## src/rtl/async_fifo_pkg.sv

```systemverilog
// -----------------------------------------------------------------------------
// async_fifo_pkg
// Purpose : Definitions shared by the read and write sides of the async FIFO.
//           These are the FWFT buffer depth, the buffered-level type and the
//           read-credit helper.
// Ports   : none (package)
// Config  : none
// -----------------------------------------------------------------------------
package async_fifo_pkg;

  // Number of words the FWFT output stage can hold.
  localparam int unsigned FWFT_BUF_DEPTH = 2;

  // Buffered-word count, 0..FWFT_BUF_DEPTH.
  typedef logic [1:0] fwft_level_t;

  // This returns 1 when one more read can be issued. The words held, plus
  // the word in flight, minus the word leaving this cycle, must stay below
  // the buffer depth. A pop only happens with cnt >= 1, so the sum cannot go
  // negative.
  function automatic logic credit_ok(
    input fwft_level_t cnt,
    input logic        inflight,
    input logic        pop
  );
    logic [2:0] w_after;
    w_after = {1'b0, cnt} + {2'b00, inflight} - {2'b00, pop};
    return (w_after < 3'(FWFT_BUF_DEPTH));
  endfunction

endpackage

```

## src/rtl/fifo_skid_buf.sv

```systemverilog
// -----------------------------------------------------------------------------
// fifo_skid_buf
// Purpose : This is a 2-entry in-order queue. The head register drives the
//           output word directly. The skid register holds the second word.
// Ports   : i_clk   clock
//           i_rst   synchronous active-high reset (clears the queue)
//           i_push  write i_data at the tail this cycle
//           i_data  word to write
//           i_pop   head is consumed this cycle
//           o_head  head word (holds its last value when empty)
//           o_cnt   words held, 0..2
//           o_valid head is valid (o_cnt != 0)
// Config  : none
// -----------------------------------------------------------------------------
module fifo_skid_buf
  import async_fifo_pkg::*;
#(
  parameter int C_WIDTH = 64
) (
  input  logic               i_clk,
  input  logic               i_rst,
  input  logic               i_push,
  input  logic [C_WIDTH-1:0] i_data,
  input  logic               i_pop,
  output logic [C_WIDTH-1:0] o_head,
  output fwft_level_t        o_cnt,
  output logic               o_valid
);

  logic [C_WIDTH-1:0] r_head;
  logic [C_WIDTH-1:0] r_skid;
  fwft_level_t        r_cnt;

  // Queue update. Head and skid change only when the queue occupancy requires it.
  always_ff @(posedge i_clk) begin
    if (i_rst) begin
      r_head <= '0;
      r_skid <= '0;
      r_cnt  <= 2'd0;
    end else begin
      case (r_cnt)
        2'd0: begin
          if (i_push) begin
            r_head <= i_data;
            r_cnt  <= 2'd1;
          end
        end
        2'd1: begin
          case ({i_push, i_pop})
            // The head leaves and the new word replaces it directly, so no bubble forms.
            2'b11: r_head <= i_data;
            2'b10: begin
              r_skid <= i_data;
              r_cnt  <= 2'd2;
            end
            2'b01: r_cnt <= 2'd0;
            default: ;
          endcase
        end
        2'd2: begin
          case ({i_push, i_pop})
            2'b11: begin
              r_head <= r_skid;
              r_skid <= i_data;
            end
            2'b01: begin
              r_head <= r_skid;
              r_cnt  <= 2'd1;
            end
            // A push while full cannot occur because the read credit prevents it.
            default: ;
          endcase
        end
        default: r_cnt <= 2'd0;
      endcase
    end
  end

  assign o_head  = r_head;
  assign o_cnt   = r_cnt;
  assign o_valid = (r_cnt != 2'd0);

endmodule

```

## src/rtl/rd_fwft_stage_chk.sv

```systemverilog
// -----------------------------------------------------------------------------
// rd_fwft_stage_chk
// Purpose : These are simulation-time invariants of the read FWFT stage. No
//           read is issued while the FIFO is empty. The buffer occupancy and
//           the outstanding-word count never exceed the buffer depth.
// Ports   : clk, rst       clock and synchronous active-high reset
//           rd_empty, rd_en read-pointer handshake
//           cnt, inflight   internal occupancy state
// Config  : none
// -----------------------------------------------------------------------------
module rd_fwft_stage_chk
  import async_fifo_pkg::*;
#(
  parameter int C_DEPTH_BITS = 10
) (
  input logic        clk,
  input logic        rst,
  input logic        rd_empty,
  input logic        rd_en,
  input fwft_level_t cnt,
  input logic        inflight
);

  // A FIFO needs at least one address bit.
  if (C_DEPTH_BITS < 1) begin : g_bad_depth
    $error("rd_fwft_stage: C_DEPTH_BITS must be >= 1");
  end

  // Reads are never requested from an empty FIFO.
  a_no_masked_read: assert property (@(posedge clk) disable iff (rst)
    !(rd_en && rd_empty));

  // The buffer never overflows.
  a_cnt_range: assert property (@(posedge clk) disable iff (rst)
    cnt <= 2'd2);

  // At most two words are outstanding. This counts the buffered words plus the word in flight.
  a_outstanding: assert property (@(posedge clk) disable iff (rst)
    ({1'b0, cnt} + {2'b00, inflight}) <= 3'd2);

endmodule

```

## src/rtl/rd_fwft_stage.sv

```systemverilog
// -----------------------------------------------------------------------------
// rd_fwft_stage
// Purpose : This is the read-side first-word-fall-through stage of the async
//           FIFO, in the RD_CLK domain. It issues RD_EN to the read-pointer
//           block. It captures the registered RAM data one cycle later into a
//           2-entry buffer. It presents that buffer as a valid/ready stream.
// Ports   : RD_CLK    read clock
//           RD_RST    synchronous active-high reset
//           RD_EMPTY  empty flag from the read-pointer block
//           RD_EN     read request (combinational)
//           RD_DATA   RAM data, valid the cycle after RD_EN
//           M_VALID   output word valid
//           M_READY   downstream accept
//           M_DATA    output word
//           RD_LEVEL  buffered words 0..2
// Config  : When RD_FWFT_LEVEL_EN is defined, RD_LEVEL reports the buffer
//           count. Otherwise RD_LEVEL is tied to 0.
// -----------------------------------------------------------------------------
module rd_fwft_stage
  import async_fifo_pkg::*;
#(
  parameter int C_WIDTH      = 64,
  parameter int C_DEPTH_BITS = 10
) (
  input  logic               RD_CLK,
  input  logic               RD_RST,
  input  logic               RD_EMPTY,
  output logic               RD_EN,
  input  logic [C_WIDTH-1:0] RD_DATA,
  output logic               M_VALID,
  input  logic               M_READY,
  output logic [C_WIDTH-1:0] M_DATA,
  output logic [1:0]         RD_LEVEL
);

  logic        r_inflight;
  logic        w_pop;
  logic        w_valid;
  fwft_level_t w_cnt;

  assign w_pop = w_valid & M_READY;

  // Read credit. A read is issued only when the FIFO is not empty and the
  // buffer will have room when the data arrives. The request is held low
  // during reset.
  always_comb begin
    RD_EN = 1'b0;
    if (!RD_RST && !RD_EMPTY) begin
      RD_EN = credit_ok(w_cnt, r_inflight, w_pop);
    end else begin
      RD_EN = 1'b0;
    end
  end

  // This flag marks that the RAM presents a requested word on RD_DATA this cycle.
  always_ff @(posedge RD_CLK) begin
    if (RD_RST) begin
      r_inflight <= 1'b0;
    end else begin
      r_inflight <= RD_EN;
    end
  end

  fifo_skid_buf #(
    .C_WIDTH (C_WIDTH)
  ) u_buf (
    .i_clk   (RD_CLK),
    .i_rst   (RD_RST),
    .i_push  (r_inflight),
    .i_data  (RD_DATA),
    .i_pop   (w_pop),
    .o_head  (M_DATA),
    .o_cnt   (w_cnt),
    .o_valid (w_valid)
  );

  assign M_VALID = w_valid;

`ifdef RD_FWFT_LEVEL_EN
  // The level is the buffer count register itself, so it updates together with cnt.
  assign RD_LEVEL = w_cnt;
`else
  assign RD_LEVEL = 2'd0;
`endif

  rd_fwft_stage_chk #(
    .C_DEPTH_BITS (C_DEPTH_BITS)
  ) u_chk (
    .clk      (RD_CLK),
    .rst      (RD_RST),
    .rd_empty (RD_EMPTY),
    .rd_en    (RD_EN),
    .cnt      (w_cnt),
    .inflight (r_inflight)
  );

endmodule
```

## config.mk

```make
export PLATFORM = sky130hd
export DESIGN_NAME = rd_fwft_stage
export DESIGN_NICKNAME = d
export VERILOG_FILES = /design/src/rtl/async_fifo_pkg.sv /design/src/rtl/fifo_skid_buf.sv /design/src/rtl/rd_fwft_stage_chk.sv /design/src/rtl/rd_fwft_stage.sv
export SDC_FILE = /design/constraint.sdc
export NUM_CORES = 1
export LEC_CHECK = 0
export BUFFER_PORTS_ARGS = -buffer_cell sky130_fd_sc_hd__buf_2
export CAP_MARGIN = 25
export CORE_AREA = 2 2 151 153
export CTS_BUF_LIST = sky130_fd_sc_hd__clkbuf_8 sky130_fd_sc_hd__clkbuf_16
export CTS_CLUSTER_DIAMETER = 60
export DETAILED_ROUTE_END_ITERATION = 10
export DIE_AREA = 0 0 153 155
export GPL_ROUTABILITY_DRIVEN = 0
export GPL_TIMING_DRIVEN = 0
export PLACE_DENSITY = 0.46
export SLEW_MARGIN = 20
export SYNTH_ARGS = -nofsm -noshare
export SYNTH_HDL_FRONTEND = slang
export SYNTH_SLANG_ARGS = --single-unit
```

## constraint.sdc

```tcl
create_clock -name RD_CLK -period 3.6 [get_ports RD_CLK]
set_input_delay 0.18 -clock RD_CLK [delete_from_list [all_inputs] [get_ports RD_CLK]]
set_output_delay 0.18 -clock RD_CLK [all_outputs]
set_load 0.1 [all_outputs]
```

## Yosys cells after proc, flatten, opt, wreduce, memory -nomap -nowiden

Index checks and enable logic that the tools add are counted.

| word-level totals | value |
|---|---|
| register bits | 131 |
| output and inout bits | 68 |
| word-level logic and storage cells | 42 |

| cells by class | value |
|---|---|
| add/sub/neg operators | 2 |
| order comparisons | 1 |
| eq/ne operators | 12 |
| muxes and demuxes | 11 |
| bitwise logic cells | 1 |
| reductions and logical operators | 11 |

Operator list:

| cell | number |
|---|---|
| two-way mux 64 bit | 4 |
| one-hot mux 64 bit (3 select lines) | 1 |
| one-hot mux 64 bit (2 select lines) | 1 |
| equality test 2 bit, second input constant | 3 |
| != test 2 x 1 -> 1 bit, second input constant | 3 |
| != test 2 bit, second input constant | 3 |
| one-hot mux 2 bit (3 select lines) | 1 |
| AND reduction 3 bit | 2 |
| equality test 2 x 1 -> 1 bit, second input constant | 2 |
| two-way mux 2 bit | 2 |
| one-hot mux 2 bit (2 select lines) | 1 |
| AND reduction 4 bit | 1 |
| nonzero test 2 bit | 2 |
| adder 2 x 1 -> 3 bit | 1 |
| < comparator 3 x 2 -> 1 bit, second input constant | 1 |
| != test 3 x 1 -> 1 bit, second input constant | 1 |
| nonzero test 3 bit | 1 |
| subtractor 3 x 1 -> 3 bit | 1 |
| logical NOT 1 bit | 2 |
| logical NOT 2 bit | 1 |
| OR reduction 2 bit | 1 |
| AND 1 bit | 1 |
| logical AND 1 bit | 1 |
| two-way mux 1 bit | 1 |

## Longest topological paths before layout

| logic depth | value |
|---|---|
| depth after elaboration | 6 |
| depth in mapped cells | 9 |
| depth with buffers taken out | 8 |

## Hierarchy

A second synthesis with hierarchy kept.

| second synthesis, totals | value |
|---|---|
| cells, all modules | 608 |
| area, all modules | 5402.7 µm² |

By module, submodules not included:

| module | times used | cells each | area each (µm²) | sequential area each (µm²) |
|---|---|---|---|---|
| fifo_skid_buf | 1 | 596 | 5288.8 | 2602.5 |
| rd_fwft_stage | 1 | 12 | 113.9 | 20.0 |

## Worst setup path after synthesis

No wires, ideal clock.

| timing | value |
|---|---|
| path type | reg-to-output |
| start | reg u_buf.r_cnt[1] (netlist: u_buf.o_cnt[1]) |
| end | out RD_EN |
| arrival time | 4896 ps |
| path slack | -1476 ps |
| cell stages (with the launch flop) | 10 |
| path through | dfxtp_1 inv_1 ha_1 buf_6 nand2b_1 nor2_1 o21ai_0 fa_1 xor2_1 nor4b_1 |

| on the way | value |
|---|---|
| word-level cells in the longest chain between the ends | 5 |
| elaborated cells on any way between the ends | 6 |

Ends and longest elaborated chain:

| what | RTL line | RTL |
|---|---|---|
| from (decl) | fifo_skid_buf.sv:32 | `fwft_level_t r_cnt;` |
| from (signal assigned) | fifo_skid_buf.sv:39 | `r_cnt <= 2'd0;` |
| from (signal assigned) | fifo_skid_buf.sv:45 | `r_cnt <= 2'd1;` |
| from (signal assigned) | fifo_skid_buf.sv:54 | `r_cnt <= 2'd2;` |
| branches (longest 2 deep; another with adder 2 x 1 -> 3 bit) | - |  |
| subtractor 3 x 1 -> 3 bit (*) | async_fifo_pkg.sv:27 | `w_after = {1'b0, cnt} + {2'b00, inflight} - {2'b00, pop};` |
| < comparator 3 x 2 -> 1 bit (*) | async_fifo_pkg.sv:28 | `return (w_after < 3'(FWFT_BUF_DEPTH));` |
| two-way mux 1 bit (*) | rd_fwft_stage.sv:48 | `if (!RD_RST && !RD_EMPTY) begin` |
| to (decl) | rd_fwft_stage.sv:28 | `output logic RD_EN,` |

Mark *: on every way between the ends.

## Worst setup path after layout

Same ends and word-level chain as after synthesis.

==> out/metrics.cfg <==
[global_route]
gr-usage-all-layers=0.1724
grt_pass1_vias=5729
grt_pass1_wl_um=32420
antenna_found_initial=0
grt_max_degree=17
grt.overflow.total=0

[critical_path]
worstSetupPathType=reg2out
cp_top_family=buffers and inverters
endpoint_kind=output pin
crit_chain=inv_1 -> ha_1 -> buf_6 -> nand2b_1 -> nor2_1 -> o21ai_0 -> fa_1 -> xor2_1 -> nor4b_4 -> buf_2
path_max_fanout=10
arrival_ps=3050
cp_num_buf_inv=3
slowest_delay_ps=460
r2r_cells=9
start_kind=flop
cp.depth=10
slowest_stage=buf_2
required_ps=3420

[die]
start_util=0.2837
die_area_um2=23720
rows=55
num_io_pins=136
coreArea_um2=22230
die_w_um=153
die_h_um=155

[clocking]
clockRootBuffer=clkbuf_16
htreeDepth=4
clk_path_buf_depth=2
cts_tree=done
cts_sinks=131
clkTransAtPathRegs_ps=60
clkLatencyLatePin_ps=420
cts_inserted_buffers=17
cts_setup_buffers=0

[layout]
diodes=0
fin_nets=930
fin_util=0.3582
layout_commonest_cell=buf_2
drive_above_1_share=0.2402
final_cell_mix=buf_2, dfxtp_1, o21ai_0
syn_to_final_growth_pct=26.25

[logic_synthesis]
synth_area_per_cell_um2=8.957
synth.yosys.warnings=0
syn-instance-count=704
ys_seq_elements=131
synthesis.area_um2=6306
synth_seq_area_share=0.4159
synth_cell_types=35

[timing]
timing.final.ws_setup_ps=366.7
finalMaxSlewViolations=0
worst_pin_slew_ps=725.7
finalHoldViolCount=0
finClkSkew_ps=5.986
fin_setup_tns_ps=0
period_needed_ps=3233
finalSetupViolations=0
period_share=0.8981
rsz0062_at_grt=false
relSlewSlack=0.5162
clock.fmax_mhz=309.3
hold_slack_ps=22.25

[worst_hold_path]
whs_path_depth=3
hold_class=in2reg

[drt]
firstDrtPassIters=5
drtIter0Drc=245
wl_per_cell_um=17.68
drtAntennaViolNets=0
route.vias.total=5799
wl_um=20420
viasPerCell=5.021
route.detailed.drc=0

[placed_design]
place_hpwl_um=13900
io_buffers=132
dp_slack_ps=791.9

[flow_run]
drv_cap=0

[run_status]
status=finished clean

synthesized netlist by cell type:
cell	instances	share of area
a211oi_2	1	0.0020
buf_6	14	0.025
a211oi_1	1	0.0012
nor4b_1	2	0.0028
xor2_1	1	0.0014
nand2b_1	3	0.0030
nand3_1	64	0.051
nor3b_1	1	0.0012
or2_2	1	0.00099
a21o_1	1	0.0012
ha_1	4	0.0079
nand4bb_1	1	0.0018
clkinv_1	1	0.00059
and3b_1	2	0.0028
inv_1	4	0.0024
buf_2	17	0.013
a21oi_1	66	0.052
dfxtp_1	131	0.42
conb_1	1	0.00059
clkbuf_1	45	0.027
o21ai_1	53	0.042
o41ai_1	64	0.089
fa_1	1	0.0032
buf_4	8	0.0095
clkbuf_4	1	0.0012
o211ai_4	1	0.0034
o21a_1	1	0.0012
nor2b_1	64	0.063
nor2_1	5	0.0030
o22ai_1	1	0.00099
nor2b_4	1	0.0022
o211a_4	1	0.0028
o21ai_0	77	0.061
mux2i_1	64	0.10
xnor2_1	1	0.0014
state kept, by name, indices dropped and copies added, names as in the netlist:
signal	count
r_inflight	1
u_buf.o_cnt	2
u_buf.o_head	64
u_buf.r_skid	64
cell families (layout without fill, tap and decap cells):
group,count (synthesis),in the layout,share of synthesized area
adders and majority gates,5,5,0.01111
and+or+nand+nor,144,144,0.1319
buffers and inverters,90,255,0.07897
DFF,131,131,0.4159
muxes,64,64,0.1016
AOI/OAI and AO/OA,267,267,0.2571
xor gates and xnor gates,2,2,0.002778
other,1,2,0.0005947
metal layers:
metal,part of all wire,GRT usage,routed length (um),up-vias
met2,0.45,0.2671,9284,140
li1,-,-,-,2908
met1,0.49,0.2451,10010,2732
met4,0.012,0.05159,241,0
met3,0.043,0.03064,888,19
met5,0,0,0,-
layout make-up:
type	instances	area (um2)
clock buffer	23	508.0
inverter	5	18.77
tap	285	356.6
buffer	85	479.2
clock inverter	9	101.3
multi-input combinational	484	3204
timing repair buffer	133	670.6
sequential	131	2623
fill	2328	14270
repair_timing:
item	4_1_cts	5_1_grt
setup endpoints to repair	0	0
endpoints found under the hold margin	1	0
hold buffers	1	0
resized for setup	0	0
metrics by stage:
step                std cells  cell area (um2)
finish                   1155             7961
global route             1155             7961
CTS                      1155             7961
detailed placement       1122             7342
global placement         1122             7342
floorplan                 705             6325
worst paths after layout:
check	startpoint	endpoint	slack, ps
max reg2reg	u_buf.o_cnt[1]	r_inflight	1300
min	RD_DATA[36]	u_buf.r_skid[36]	20
max	u_buf.o_cnt[1]	RD_EN	370
min reg2reg	u_buf.r_skid[22]	u_buf.r_skid[22]	470
tightest hold or removal path, stage by stage:
cell     delay (ps)
buf_2           110
nand3_1          60
a21oi_1          50
Power is left out: the tool's default activity adds up to more than one toggle a clock period on the data nets, which glitch-free logic cannot reach.
